### src/rtl/traffic_pkg.sv
// Shared definitions for the traffic-light controller and its pedestrian request front end.
package traffic_pkg;

    typedef enum logic [1:0] {
        IDLE    = 2'd0,
        PENDING = 2'd1,
        LOCKOUT = 2'd2
    } ped_state_e;

    localparam logic [1:0] ST_IDLE    = IDLE;
    localparam logic [1:0] ST_PENDING = PENDING;
    localparam logic [1:0] ST_LOCKOUT = LOCKOUT;

    localparam int DEF_DEBOUNCE_CYCLES = 4;
    localparam int DEF_LOCKOUT_CYCLES  = 8;

endpackage

### src/rtl/button_debounce.sv
// Two-flop synchroniser followed by a stable-count debouncer for the pedestrian button.
module button_debounce
    import traffic_pkg::*;
#(
    parameter int DEBOUNCE_CYCLES = DEF_DEBOUNCE_CYCLES
) (
    input  logic clk,
    input  logic rst,
    input  logic btn_raw,
    output logic btn_clean
);

    localparam int DW = (DEBOUNCE_CYCLES > 1) ? $clog2(DEBOUNCE_CYCLES) : 1;
    localparam logic [DW-1:0] DMAX = DW'(DEBOUNCE_CYCLES - 1);

    logic          s1;
    logic          s2;
    logic [DW-1:0] dcnt;

    // Any cycle where s2 agrees with the clean level restarts the count, so glitches never accumulate.
    always_ff @(posedge clk) begin
        if (rst) begin
            s1        <= 1'b0;
            s2        <= 1'b0;
            btn_clean <= 1'b0;
            dcnt      <= '0;
        end else begin
            s1 <= btn_raw;
            s2 <= s1;
            if (s2 == btn_clean) begin
                dcnt <= '0;
            end else if (dcnt == DMAX) begin
                btn_clean <= s2;
                dcnt      <= '0;
            end else begin
                dcnt <= dcnt + 1'b1;
            end
        end
    end

endmodule

### src/rtl/ped_request_ctrl.sv
// Pedestrian request controller: debounced press edge latched as a request until served, then a lockout.
module ped_request_ctrl
    import traffic_pkg::*;
#(
    parameter int DEBOUNCE_CYCLES = DEF_DEBOUNCE_CYCLES,
    parameter int LOCKOUT_CYCLES  = DEF_LOCKOUT_CYCLES
) (
    input  logic       clk,
    input  logic       rst,
    input  logic       btn_raw,
    input  logic       serve,
    output logic       press,
    output logic       wait_lamp,
    output logic       btn_clean,
    output logic [1:0] state
);

    localparam int LW = (LOCKOUT_CYCLES > 1) ? $clog2(LOCKOUT_CYCLES) : 1;
    localparam logic [LW-1:0] LMAX = LW'(LOCKOUT_CYCLES - 1);

    logic          btn_clean_q;
    logic          press_event;
    logic [1:0]    state_nxt;
    logic [LW-1:0] lcnt;
    logic [LW-1:0] lcnt_nxt;

    button_debounce #(
        .DEBOUNCE_CYCLES(DEBOUNCE_CYCLES)
    ) u_debounce (
        .clk      (clk),
        .rst      (rst),
        .btn_raw  (btn_raw),
        .btn_clean(btn_clean)
    );

    assign press_event = btn_clean & ~btn_clean_q;

    always_comb begin
        state_nxt = state;
        lcnt_nxt  = lcnt;
        case (state)
            ST_IDLE: begin
                if (press_event) state_nxt = ST_PENDING;
            end
            ST_PENDING: begin
                if (serve) begin
                    state_nxt = ST_LOCKOUT;
                    lcnt_nxt  = LMAX;
                end
            end
            ST_LOCKOUT: begin
                // Exit is decided on lcnt alone, so an edge arriving on the exit cycle is dropped.
                if (lcnt == '0) state_nxt = ST_IDLE;
                else            lcnt_nxt  = lcnt - 1'b1;
            end
            default: state_nxt = ST_IDLE;
        endcase
    end

    // Outputs are decoded from the next state so they line up with the state register.
    always_ff @(posedge clk) begin
        if (rst) begin
            state       <= ST_IDLE;
            lcnt        <= '0;
            btn_clean_q <= 1'b0;
            press       <= 1'b0;
            wait_lamp   <= 1'b0;
        end else begin
            state       <= state_nxt;
            lcnt        <= lcnt_nxt;
            btn_clean_q <= btn_clean;
            press       <= (state_nxt == ST_PENDING);
            wait_lamp   <= (state_nxt == ST_PENDING);
        end
    end

endmodule

### config.mk
export PLATFORM = sky130hd
export DESIGN_NAME = ped_request_ctrl
export DESIGN_NICKNAME = d
export VERILOG_FILES = /design/src/rtl/traffic_pkg.sv /design/src/rtl/button_debounce.sv /design/src/rtl/ped_request_ctrl.sv
export SDC_FILE = /design/constraint.sdc
export NUM_CORES = 1
export LEC_CHECK = 0
export ABC_AREA = 1
export BUFFER_PORTS_ARGS = -buffer_cell sky130_fd_sc_hd__buf_2
export CAP_MARGIN = 20
export CORE_MARGIN = 2
export CORE_UTILIZATION = 25
export CTS_BUF_LIST = sky130_fd_sc_hd__clkbuf_8
export DETAILED_ROUTE_END_ITERATION = 7
export GPL_TIMING_DRIVEN = 1
export HOLD_SLACK_MARGIN = 0.12
export SLEW_MARGIN = 40
export SYNTH_ARGS = -nofsm -noshare
export SYNTH_HDL_FRONTEND = slang
export SYNTH_HIERARCHICAL = 1
export SYNTH_SLANG_ARGS = --single-unit
### constraint.sdc
create_clock -name clk -period 1.35 [get_ports clk]
set_input_delay 0.0675 -clock clk [delete_from_list [all_inputs] [get_ports clk]]
set_output_delay 0.0675 -clock clk [all_outputs]
set_load 0.01 [all_outputs]
==> impl_metrics.json <==
{
  "status": "finished, final reports clean",
  "grtUsageTotal_pct": 7.506,
  "path_cells": "inv_1 -> ha_1 -> nand2_1 -> nand2_2 -> o21ai_0 -> nor2_1",
  "hold_viol": 0,
  "path_delay_family": "flip-flops",
  "core-area_um2": 1962,
  "path_class": "flip-flop to flip-flop",
  "yosysSeqAreaShare_pct": 45.93,
  "fmax_mhz": 943.6,
  "place_area_um2": 589.3,
  "dp_hpwl_um": 584.6,
  "ys_warn_count": 6,
  "synth.top_cells.by_count": "dfxtp_1, inv_1, nor2_1",
  "peakVddDrop_mv": 0.4140,
  "clkPwrFrac_pct": 44.7,
  "ys_ff_latch": 12,
  "initial_core_util_pct": 26.66,
  "io_buffers": 8,
  "synthFlopType": "dfxtp_1",
  "maxCapViolations": 0,
  "synth_cell_type_count": 18,
  "numCtsBuffers": 3,
  "synthArstFlopShare_pct": 0,
  "clk_latency_ns": 0.23,
  "path_clk_slew_ns": 0.05,
  "place_congestion": 0.7637,
  "holdWs_ns": 0.1256,
  "crit_slowest_cell": "dfxtp_1",
  "grt_pass1_vias": 321,
  "nets": 86,
  "seqPwrFrac_pct": 52.3,
  "tightest_slew_ns": 0.2262,
  "synth_xor_area_share_pct": 0,
  "die_x_um": 49.74,
  "switching_share_pct": 18.32,
  "diodes": 0,
  "skew_ns": 0.002494,
  "post-route-drc-count": 0,
  "num_vias": 397,
  "synth_top_family_by_area": "simple AND/OR/NAND/NOR gates",
  "fill_cells": 237,
  "wl_per_cell_um": 7.375,
  "cts_resized": 0,
  "routed_wl_um": 767,
  "dr.pass1.iters": 4,
  "cts.sinks": 12,
  "leakage_nw": 0.2896,
  "syn_nets": 73,
  "crit_path_max_fanout": 4,
  "muxShareOfSynthArea_pct": 0,
  "required_ns": 1.47,
  "syn2layout_area_growth_pct": 22.49,
  "worstHoldPathType": "input port to flip-flop",
  "syn_area_per_cell_um2": 7.924,
  "slew_headroom_pct": 84.90,
  "powerDensity_nw_per_um2": 1075,
  "grt_max_degree": 11,
  "cpPeakStageDelay_ns": 0.32,
  "grt_overflow": 0,
  "finalPower_w": 0.0006889,
  "cp-start-kind": "flip-flop",
  "synthesis.area_um2": 523.0,
  "final_area_um2": 640.6,
  "viasPerCell": 3.817,
  "yosys.area_share.simple_pct": 29.67,
  "drt.antenna.violating_nets": 0,
  "fin_cells": 104,
  "drive_gt1_share_pct": 25.97,
  "setup-tns-final_ns": 0,
  "synth_area_leaders": "dfxtp_1, inv_1, nor2_1",
  "antenna_found_initial": 0,
  "regToRegSetupSlack_ns": 0.29,
  "critPathCaptureType": "flip-flop",
  "hold_buffers": 1,
  "dp_cells": 100,
  "synth_edf_count": 0,
  "cts_setup_buffers": 0,
  "clockRootBuffer": "clkbuf_8",
  "rows": 16,
  "synth-adder-area-share_pct": 7.177,
  "crit_buf_inv": 1,
  "p_switching_w": 0.0001262,
  "h-tree-depth": 1,
  "synthDominantCellAreaShare_pct": 45.93,
  "synth_compound_area_share_pct": 6.459,
  "cts_tree": "yes",
  "syn-instance-count": 66,
  "rsz0062_at_grt": "no",
  "die-area_um2": 2474,
  "die_h_um": 49.74,
  "drtIter0Drc": 7,
  "ios": 9,
  "power_frac_comb_pct": 3.0,
  "grt_pass1_wl_mm": 1.290,
  "p_int_w": 0.0005627,
  "fin_crit_sh_pct": 78.50,
  "cts.path.max_buffers": 2,
  "worstPathArrival_ns": 1.18,
  "period_minus_slack_ns": 1.060,
  "drv_slew": 0,
  "synth_area_leader_cell": "dfxtp_1",
  "setup_viol": 0
}
==> registers in the layout, summed over array words and instances, names as in the netlist <==
register              flops
u_debounce/s1             1
wait_lamp                 1
btn_clean_q               1
lcnt                      3
state                     2
u_debounce/btn_clean      1
u_debounce/s2             1
u_debounce/dcnt           2
==> per-stage QoR <==
stage	utilization [%]	setup WS, ns
final	32.65	0.2902
after global routing	32.65	0.1687
after CTS	32.65	0.2936
after detailed placement	30.04	0.3036
after global placement	30.04	0.3153
after floorplan	-	0.3748
==> final timing paths <==
path                                                from                        to  depth (start not counted)
worst max-delay path                lcnt[0]$_SDFFE_PP0P_      lcnt[0]$_SDFFE_PP0P_                          6
worst min-delay path                                 rst      lcnt[2]$_SDFFE_PP0P_                          2
worst max register to register      lcnt[0]$_SDFFE_PP0P_      lcnt[0]$_SDFFE_PP0P_                          6
worst min register to register  u_debounce/s1$_SDFF_PP0_  u_debounce/s2$_SDFF_PP0_                          2
==> metal layers <==
| layer | GRT usage [%] | vias up | routed length [um] |
|---|---|---|---|
| met1 | 7.303 | 166 | 380 |
| li1 | - | 221 | - |
| met3 | 2.727 | 2 | 36 |
| met5 | 0 | - | 0 |
| met4 | 9.722 | 0 | 34 |
| met2 | 10.89 | 8 | 317 |
==> cell type report <==
cell class              count  area (um2)  share of cell area [%]
clock buffers               3       41.29                   6.445
multi-input cells          40       226.5                   35.35
flip-flops and latches     12       240.2                   37.50
repair buffers              9       50.05                   7.813
inverters                  13       48.80                   7.617
well taps                  27       33.78                   5.273
==> placed cells by master, fill, tap and decap left out, types with 2 or more instances in the layout <==
cell type	Yosys	layout
a21oi_1	3	3
buf_2	0	8
clkbuf_8	0	3
dfxtp_1	12	12
ha_1	3	3
inv_1	12	12
nand2_1	8	8
nand2_2	3	3
nand3_1	3	3
nand3_2	2	2
nor2_1	11	11
==> power by group through the flow <==
stage                     Clock [W]  Sequential [W]  Combinational [W]
after floorplan                   0        0.000367         0.00000812
after global placement            0        0.000367          0.0000182
after detailed placement          0        0.000367          0.0000183
after CTS                  0.000319        0.000360          0.0000205
after global routing       0.000336        0.000360          0.0000236
final                      0.000308        0.000360          0.0000203
==> cells by family after synthesis <==
logic type | count (synthesis)
buffers and inverters | 14
DFF | 12
and+or+nand+nor | 31
AOI/OAI and AO/OA | 6
adders and majority gates | 3
Power figures use the tool's default switching activity.
